File: src/rtl/dmem_arbiter.sv
// Data-memory arbiter: shares one single-ported data memory between the
// pipeline M-stage (core) and an external host port. The core normally has
// priority; a starvation counter forces a one-cycle host grant when the host
// has waited too long. Illegal addresses are filtered before reaching memory.
module dmem_arbiter #(
   parameter int XLEN       = 32,
   parameter int DEPTH      = 2000,
   parameter int AW         = 11,
   parameter int STARVE_MAX = 4
) (
   input  logic            clk_i,
   input  logic            rst_i,
   input  logic            core_req_i,
   input  logic            core_we_i,
   input  logic [XLEN-1:0] core_addr_i,
   input  logic [XLEN-1:0] core_wdata_i,
   output logic            core_stall_o,
   output logic            core_rvalid_o,
   output logic [XLEN-1:0] core_rdata_o,
   input  logic            host_req_i,
   input  logic            host_we_i,
   input  logic [XLEN-1:0] host_addr_i,
   input  logic [XLEN-1:0] host_wdata_i,
   output logic            host_gnt_o,
   output logic            host_err_o,
   output logic            host_rvalid_o,
   output logic [XLEN-1:0] host_rdata_o,
   output logic            mem_en_o,
   output logic            mem_we_o,
   output logic [AW-1:0]   mem_addr_o,
   output logic [XLEN-1:0] mem_wdata_o,
   input  logic [XLEN-1:0] mem_rdata_i
);

   localparam int              CW         = (STARVE_MAX > 0) ? $clog2(STARVE_MAX + 1) : 1;
   localparam logic [CW-1:0]   STARVE_LIM = CW'(STARVE_MAX);
   localparam logic [XLEN-1:0] DEPTH_W    = XLEN'(DEPTH);

   typedef enum logic [0:0] {
      CORE_PRI   = 1'b0,
      HOST_FORCE = 1'b1
   } state_t;

   // A byte address is usable only if word aligned and inside the memory.
   function automatic logic addr_legal(input logic [XLEN-1:0] byte_addr);
      logic [XLEN-1:0] word_addr;
      word_addr = {2'b00, byte_addr[XLEN-1:2]};
      return (byte_addr[1:0] == 2'b00) && (word_addr < DEPTH_W);
   endfunction

   state_t        state_r;
   state_t        state_nxt_s;
   logic [CW-1:0] cnt_r;
   logic [CW-1:0] cnt_nxt_s;
   logic          host_win_s;
   logic          core_win_s;
   logic          core_ok_s;
   logic          host_ok_s;
   logic          core_rd_pend_r;
   logic          core_rd_ok_r;
   logic          host_rd_pend_r;

   assign core_ok_s = addr_legal(core_addr_i);
   assign host_ok_s = addr_legal(host_addr_i);

   // Pick the winner of this cycle's memory slot.
   always_comb begin
      host_win_s = 1'b0;
      core_win_s = 1'b0;
      if (host_req_i && ((state_r == HOST_FORCE) || !core_req_i)) begin
         host_win_s = 1'b1;
      end else if (core_req_i) begin
         core_win_s = 1'b1;
      end else begin
         host_win_s = 1'b0;
         core_win_s = 1'b0;
      end
   end

   // An illegal winner still consumes the slot, but never touches memory.
   assign host_gnt_o   = host_win_s & host_ok_s;
   assign host_err_o   = host_win_s & ~host_ok_s;
   assign core_stall_o = core_req_i & ~core_win_s;

   // Drive the memory port from the winning legal requester.
   always_comb begin
      mem_en_o    = 1'b0;
      mem_we_o    = 1'b0;
      mem_addr_o  = {AW{1'b0}};
      mem_wdata_o = {XLEN{1'b0}};
      if (host_win_s && host_ok_s) begin
         mem_en_o    = 1'b1;
         mem_we_o    = host_we_i;
         mem_addr_o  = host_addr_i[AW+1:2];
         mem_wdata_o = host_wdata_i;
      end else if (core_win_s && core_ok_s) begin
         mem_en_o    = 1'b1;
         mem_we_o    = core_we_i;
         mem_addr_o  = core_addr_i[AW+1:2];
         mem_wdata_o = core_wdata_i;
      end else begin
         mem_en_o    = 1'b0;
      end
   end

   // Starvation counter: counts unserved host cycles, clears once served or withdrawn.
   always_comb begin
      cnt_nxt_s = cnt_r;
      if (host_win_s) begin
         cnt_nxt_s = {CW{1'b0}};
      end else if (host_req_i) begin
         if (cnt_r == STARVE_LIM) begin
            cnt_nxt_s = cnt_r;
         end else begin
            cnt_nxt_s = cnt_r + CW'(1);
         end
      end else begin
         cnt_nxt_s = {CW{1'b0}};
      end
   end

   // Next-state logic: a saturated counter buys the host one forced slot.
   always_comb begin
      state_nxt_s = state_r;
      case (state_r)
         CORE_PRI: begin
            if ((cnt_r == STARVE_LIM) && host_req_i && !host_win_s) begin
               state_nxt_s = HOST_FORCE;
            end else begin
               state_nxt_s = CORE_PRI;
            end
         end
         HOST_FORCE: begin
            state_nxt_s = CORE_PRI;
         end
         default: begin
            state_nxt_s = CORE_PRI;
         end
      endcase
   end

   // State, counter and read-return flags; reset drops any read in flight.
   always_ff @(posedge clk_i) begin
      if (rst_i) begin
         state_r        <= CORE_PRI;
         cnt_r          <= {CW{1'b0}};
         core_rd_pend_r <= 1'b0;
         core_rd_ok_r   <= 1'b0;
         host_rd_pend_r <= 1'b0;
      end else begin
         state_r        <= state_nxt_s;
         cnt_r          <= cnt_nxt_s;
         core_rd_pend_r <= core_win_s & ~core_we_i;
         core_rd_ok_r   <= core_win_s & ~core_we_i & core_ok_s;
         host_rd_pend_r <= host_win_s & ~host_we_i & host_ok_s;
      end
   end

   assign core_rvalid_o = core_rd_pend_r;
   assign host_rvalid_o = host_rd_pend_r;

   // Return read data to its owner; illegal core reads return zero.
   always_comb begin
      core_rdata_o = {XLEN{1'b0}};
      host_rdata_o = {XLEN{1'b0}};
      if (core_rd_ok_r) begin
         core_rdata_o = mem_rdata_i;
      end else begin
         core_rdata_o = {XLEN{1'b0}};
      end
      if (host_rd_pend_r) begin
         host_rdata_o = mem_rdata_i;
      end else begin
         host_rdata_o = {XLEN{1'b0}};
      end
   end

endmodule

File: config.mk
export PLATFORM = sky130hd
export DESIGN_NAME = dmem_arbiter
export DESIGN_NICKNAME = d
export VERILOG_FILES = /design/src/rtl/dmem_arbiter.sv
export SDC_FILE = /design/constraint.sdc
export NUM_CORES = 1
export LEC_CHECK = 0
export ABC_CLOCK_PERIOD_IN_PS = 2000
export CORE_AREA = 2 2 109 111
export CTS_BUF_LIST = sky130_fd_sc_hd__clkbuf_4
export DETAILED_ROUTE_END_ITERATION = 16
export DIE_AREA = 0 0 111 113
export MAX_ROUTING_LAYER = met4
export PLACE_DENSITY = 0.67
export SLEW_MARGIN = 25
export SYNTH_ARGS = -nofsm -noshare
export SYNTH_HDL_FRONTEND = slang
export SYNTH_SLANG_ARGS = --single-unit
File: constraint.sdc
create_clock -name clk_i -period 2 [get_ports clk_i]
set_input_delay 0.2 -clock clk_i [delete_from_list [all_inputs] [get_ports clk_i]]
set_output_delay 0.2 -clock clk_i [all_outputs]
set_load 0.005 [all_outputs]
==> results of run 1 <==
-- worst reg2reg max path, cell delays in order, from the launching register on --
cell and delay [ps]:
dfxtp_2 320, a21boi_2 120, buf_4 130, and3_4 250
buf_6 120, buf_8 120, inv_1 80, buf_4 130
nor4_1 140
-- layout make-up --
type,instances,area share
inverters,4,0.002755
clock inverters,1,0.0009185
clock buffers,3,0.004133
flip-flops and latches,7,0.02595
well taps,143,0.03284
multi-input cells,242,0.3153
repair buffers,336,0.6181
-- synthesized netlist by cell type --
library cell and number:
nor3b_1 1, a21boi_0 1, nand4_1 2, and4_1 2, buf_6 3, nor4_1 8, nor3_1 3, dfxtp_1 7
xnor2_1 1, nor2_2 1, nand2_1 91, nor4_2 1, and3_1 2, o22ai_2 19, and2_1 65, a21oi_1 1
o21a_1 1, nor3_2 1, ha_1 2, clkbuf_1 17, o22ai_1 26, nor2_1 6, nand3_1 2, o21ai_0 3
o211ai_1 1, or4_1 1, o21ai_1 1, inv_1 4, buf_2 5
-- timing repair --
action / CTS / global route
cloned: 16 / 1
endpoints found under the hold margin: 0 / 0
setup buffers: 21 / 0
pin swaps: 28 / 14
gates resized for setup: 305 / 30
setup endpoints to repair: 47 / 47
-- registers in the layout, summed over array words and instances, names as in the netlist --
signal         count
cnt_r              3
core_rd_ok_r       1
core_rvalid_o      1
host_rvalid_o      1
state_r            1
-- metrics by stage --
| stage | setup TNS [ps] | worst slack [ps] | area (um2) | hold slack (ps) |
|---|---|---|---|---|
| 2_1_floorplan | 0 | 442.6 | 1692 | 271.0 |
| 3_3_place_gp | -24200 | -553.8 | 4786 | 480.1 |
| 3_5_place_dp | -25680 | -611.1 | 4786 | 503.4 |
| 4_1_cts | -168.8 | -30.76 | 5479 | 448.7 |
| 5_1_grt | -390.4 | -69.52 | 5449 | 465.7 |
| 6_report | 0 | 10.34 | 5449 | 451.9 |
-- metal layers --
| layer | share of wire | track usage | up-vias | routed length, um |
|---|---|---|---|---|
| met3 | 0.065 | 0.02142 | 18 | 782 |
| met2 | 0.56 | 0.3771 | 192 | 6711 |
| met5 | 0 | - | - | 0 |
| met1 | 0.36 | 0.1962 | 1458 | 4336 |
| met4 | 0.021 | 0.04500 | 0 | 257 |
| li1 | - | - | 1587 | - |
-- path summary, 6_finish.rpt --
path | from | to | depth (start not counted) | slack, ps
worst max-delay path | host_addr_i[22] | mem_wdata_o[8] | 9 | 10
worst min-delay path | core_req_i | state_r | 3 | 450
worst max register to register | state_r | core_rd_ok_r | 8 | 510
worst min register to register | cnt_r[1] | cnt_r[1] | 2 | 510
-- cell usage in the layout, fill, tap and decap left out, types with 8 or more instances in the layout --
cell type        netlist  final
nand2_1               91     84
buf_16                 0     12
clkdlybuf4s50_1        0    193
buf_2                  5     43
buf_6                  3     13
o22ai_4                0      8
clkdlybuf4s15_1        0     10
o22ai_2               19     31
and2_1                65     65
buf_4                  0     24
dlygate4sd2_1          0     19
-- report_power, final --
| part | internal (W) | switching (W) | total, W | leakage (nW) |
|---|---|---|---|---|
| Clock | 0.0000735 | 0.0000610 | 0.000135 | 0.0177 |
| Sequential | 0.000141 | 0.00000140 | 0.000143 | 0.0572 |
| Combinational | 0.000310 | 0.000124 | 0.000433 | 2.04 |
-- logic make-up (layout without fill, tap and decap cells) --
logic type,count (synthesis),after routing,synth area share
AND/OR/NAND/NOR,186,186,0.5510
flip-flops,7,7,0.08284
adder cells (fa/ha/maj),2,2,0.01479
AO/OA/AOI/OAI,53,53,0.2648
buffers and inverters,29,344,0.08135
XOR/XNOR,1,1,0.005178
==> results.sh, run 1 <==
export IMPL_cp_slowest_cell="or4_4"
export IMPL_fin_crit_sh=0.9948
export IMPL_crit_required_ps=1800
export IMPL_status="finished clean"
export IMPL_cts_buffers_inserted=3
export IMPL_place_detailed_hpwl_um=8789
export IMPL_maxSlewViolCount=0
export IMPL_synth_top_area_cell="and2_1"
export IMPL_rsz0062_at_grt="yes"
export IMPL_cpPeakStageDelay_ps=540
export IMPL_io_buffers=279
export IMPL_root_buffer="clkbuf_4"
export IMPL_via_count=3255
export IMPL_seqCellArea_um2=141.4
export IMPL_drive_gt1_frac=0.2934
export IMPL_drt_initial_drc_count=109
export IMPL_insertion_delay_ps=260
export IMPL_avgSynthCellArea_um2=6.085
export IMPL_slew_headroom=0.8243
export IMPL_worst_setup_path_end_kind="output port"
export IMPL_instances_no_fill=736
export IMPL_skew_ps=4.049
export IMPL_cts_tree="built"
export IMPL_synth_top_cells_by_area="and2_1 (24%), nand2_1 (20%), o22ai_2 (14%)"
export IMPL_core_area_um2=11270
export IMPL_path_class="in -> out"
export IMPL_die_height_um=113
export IMPL_fmax_ghz=0.5026
export IMPL_multi_input_area_um2=1718
export IMPL_cp_common_cell="buf_6"
export IMPL_ys_types=29
export IMPL_arrival_ps=1790
export IMPL_drc_errors=0
export IMPL_start_util=0.1501
export IMPL_grt_pass1_wl_um=18290
export IMPL_critical_path_top_delay_family="buffers and inverters"
export IMPL_syn_cell_area_um2=1692
export IMPL_wl_per_cell_um=16.42
export IMPL_crit_fanout=5
export IMPL_clk_pin_slew_ps=60
export IMPL_layout_nets=762
export IMPL_synth_top_area_frac=0.2404
export IMPL_grt_overflow=0
export IMPL_seq_area_frac_synth=0.08284
export IMPL_ioPinCount=280
export IMPL_p_leak_nw=2.115
export IMPL_n_antenna_cell=0
export IMPL_cts_sinks=7
export IMPL_syn_inst=278
export IMPL_placementRows=39
export IMPL_fillers=1087
export IMPL_synth_nets=446
export IMPL_grt_pass1_vias=3461
export IMPL_postCtsHoldBufs=0
export IMPL_final_util=0.4834
export IMPL_finalSetupViolCount=0
export IMPL_p_per_area_nw_per_um2=130.4
export IMPL_min_path_type="in -> reg"
export IMPL_ant_nets=0
export IMPL_path_buf_inv=5
export IMPL_ys_ff_latch=7
export IMPL_via_per_inst=4.423
export IMPL_startpoint_type="input port"
export IMPL_antenna_found_initial=0
export IMPL_htreeDepth=1
export IMPL_maxCapViolations=0
export IMPL_min_period_ps=1990
export IMPL_hold_viol=0
export IMPL_ys_warn_count=0
export IMPL_place_gp_congestion=0.8280
export IMPL_finalPower_w=0.0007106
export IMPL_cts_buffer_depth=2
export IMPL_die_x_um=111
export IMPL_tightest_slew_ps=261.3
export IMPL_grt_max_degree=35
export IMPL_dpl_cell_count=701
export IMPL_grt_total_usage=0.1886
export IMPL_wirelength_um=12090
export IMPL_path_cells="buf_6 > or4_4 > nor3_4 > o211ai_1 > buf_6 > buf_6 > buf_16 > o22ai_4 > buf_2"
export IMPL_dr_pass1_iters=4
export IMPL_area_growth_pct=222.1
export IMPL_die_area_um2=12540
export IMPL_max_vdd_ir_drop_v=0.0001175
Note: power is estimated with default switching activity, not from simulation.
==> run 2: changes to the inputs <==
Settings changed: CORE_AREA 2 2 109 111 to 3 3 107 109, DIE_AREA 0 0 111 113 to 0 0 110 112, MAX_ROUTING_LAYER met4 to default, PLACE_DENSITY 0.67 to 0.7.
==> run 2 against run 1 <==
Effect of this change: total power increased by 1.2%; design area decreased by 3.8%; critical path depth unchanged; cell count decreased by 2.6%; utilization increased by 0.64 points; register-to-register slack got worse by 140 ps; sequential cell count unchanged.
==> results.sh, run 2 (same netlist as run 1, synthesis figures left out) <==
export IMPL_die_height_um=112
export IMPL_mostFrequentLayoutCells="clkdlybuf4s50_1 (192), nand2_1 (78), and2_1 (65), buf_2 (46), o22ai_2 (34)"
export IMPL_crit_required_ps=1800
export IMPL_cpPeakStageDelay_ps=520
export IMPL_die_area_um2=12320
export IMPL_area_growth_pct=209.8
export IMPL_place_detailed_hpwl_um=9021
export IMPL_tightest_slew_ps=379.6
export IMPL_top_register="cnt_r"
export IMPL_fmax_ghz=0.5101
export IMPL_final_setup_tns_ps=0
export IMPL_placementRows=38
export IMPL_cts_tree="built"
export IMPL_path_class="in -> out"
export IMPL_dp_worst_setup_slack_ps=-557.1
export IMPL_switchingPower_w=0.0001765
export IMPL_dpl_cell_count=695
export IMPL_multi_input_area_um2=1650
export IMPL_wl_per_cell_um=16.52
export IMPL_seqCellArea_um2=141.4
export IMPL_grt_total_usage=0.1632
export IMPL_grt_pass1_vias=3219
export IMPL_arrival_ps=1760
export IMPL_worst_setup_path_end_kind="output port"
export IMPL_via_per_inst=4.444
export IMPL_cts_buffers_inserted=3
export IMPL_setup_slack_ps=39.43
export IMPL_root_buffer="clkbuf_4"
export IMPL_combPwrFrac=0.600
export IMPL_drc_errors=0
export IMPL_maxSlewViolCount=0
export IMPL_pwr_share_seq=0.199
export IMPL_rsz0062_at_grt="yes"
export IMPL_hold_depth=4
export IMPL_fin_crit_sh=0.9803
export IMPL_min_path_type="in -> reg"
export IMPL_maxCapViolations=0
export IMPL_clkPwrFrac=0.202
export IMPL_insertion_delay_ps=260
export IMPL_cts_buffer_depth=2
export IMPL_die_x_um=110
export IMPL_swShare=0.2455
export IMPL_grt_overflow=0
export IMPL_status="finished clean"
export IMPL_p_leak_nw=2.216
export IMPL_antenna_found_initial=0
export IMPL_r2r_cells=8
export IMPL_slew_headroom=0.7460
export IMPL_ant_nets=0
export IMPL_p_int_w=0.0005424
export IMPL_layout_nets=746
export IMPL_drt_initial_drc_count=110
export IMPL_via_count=3186
export IMPL_drive_gt1_frac=0.2704
export IMPL_final_common_cell="clkdlybuf4s50_1"
export IMPL_critical_path_top_delay_family="buffers and inverters"
export IMPL_place_gp_congestion=0.7761
export IMPL_p_per_area_nw_per_um2=137.2
export IMPL_startpoint_type="input port"
export IMPL_wirelength_um=11840
export IMPL_cp_slowest_cell="or4_4"
export IMPL_largest_register_ffs=3
export IMPL_regToRegSetupSlack_ps=370
export IMPL_finalSetupViolCount=0
export IMPL_cp_depth=9
export IMPL_cts_sinks=7
export IMPL_finalPower_w=0.0007189
export IMPL_grt_pass1_wl_um=15880
export IMPL_skew_ps=4.585
export IMPL_path_cells="buf_6 > or4_4 > nor3_2 > o211ai_1 > buf_4 > buf_12 > buf_16 > o22ai_2 > buf_2"
export IMPL_dr_pass1_iters=4
export IMPL_io_buffers=279
export IMPL_final_util=0.4898
export IMPL_ioPinCount=280
export IMPL_path_buf_inv=5
export IMPL_min_period_ps=1961
export IMPL_clk_pin_slew_ps=50
export IMPL_fillers=1036
export IMPL_htreeDepth=1
export IMPL_core_area_um2=10700
export IMPL_grt_max_degree=35
export IMPL_crit_fanout=12
export IMPL_start_util=0.1581
export IMPL_n_antenna_cell=0
export IMPL_postCtsHoldBufs=0
export IMPL_max_vdd_ir_drop_v=0.00009773
export IMPL_instances_no_fill=717
export IMPL_hold_viol=0
-- run 2: cell count changes in the layout (fill, tap and decap cells not counted), sizes merged --
cell and delta:
buf -16, clkbuf +1, clkdlybuf4s15 -10, clkdlybuf4s50 -1
clkinv -1, dlygate4sd2 -9, dlymetal6s2s +20
-- run 2: repair_timing --
action | CTS | global route
gates cloned | 5 | 5
setup buffers | 5 | 4
pin swaps | 10 | 26
setup endpoints to repair | 47 | 47
gates resized for setup | 222 | 76
-- run 2: cell type report --
class	instances	share of cell area
sequential	7	0.02698
multi-input combinational	242	0.3149
timing repair buffer	320	0.6160
tap	140	0.03343
clock buffer	4	0.005731
inverter	4	0.002865
-- run 2: power by group through the flow --
stage	clock, W	sequential, W	combinational [W]
floorplan	0	0.000146	0.0000506
global placement	0	0.000145	0.000424
detailed placement	0	0.000146	0.000430
CTS	0.000150	0.000143	0.000428
global route	0.000159	0.000143	0.000459
finish	0.000145	0.000143	0.000431
-- run 2: metrics by stage --
| stage | area [um2] | hold WS [ps] |
|---|---|---|
| 2_1_floorplan | 1692 | 271.0 |
| 3_3_place_gp | 4810 | 479.0 |
| 3_5_place_dp | 4810 | 505.4 |
| 4_1_cts | 4925 | 512.8 |
| 5_1_grt | 5240 | 461.9 |
| 6_report | 5240 | 455.9 |
-- run 2: worst paths after layout --
path | start | to
max | host_addr_i[22] | mem_en_o
min | host_req_i | core_rvalid_o
max reg2reg | state_r | core_rd_ok_r
min reg2reg | cnt_r[2] | cnt_r[1]
-- run 2: routing by layer --
metal,share of wire,wire [um],GRT usage
met1,0.32,3796,0.1485
met2,0.57,6779,0.3467
met3,0.087,1026,0.02783
met4,0.020,240,0.04738
met5,0,0,0
-- run 2: worst min-delay path, delay by kind of cell --
kind                   cells  cell delay (ps)
AND/OR/NAND/NOR            1              120
AO/OA/AOI/OAI              1               80
buffers and inverters      2              260
==> run 3: changes to the inputs <==
Settings changed: CAP_MARGIN from default to 15.
==> results of run 3 <==
No change in the layout: final DEF, timing and power equal those of run 2.
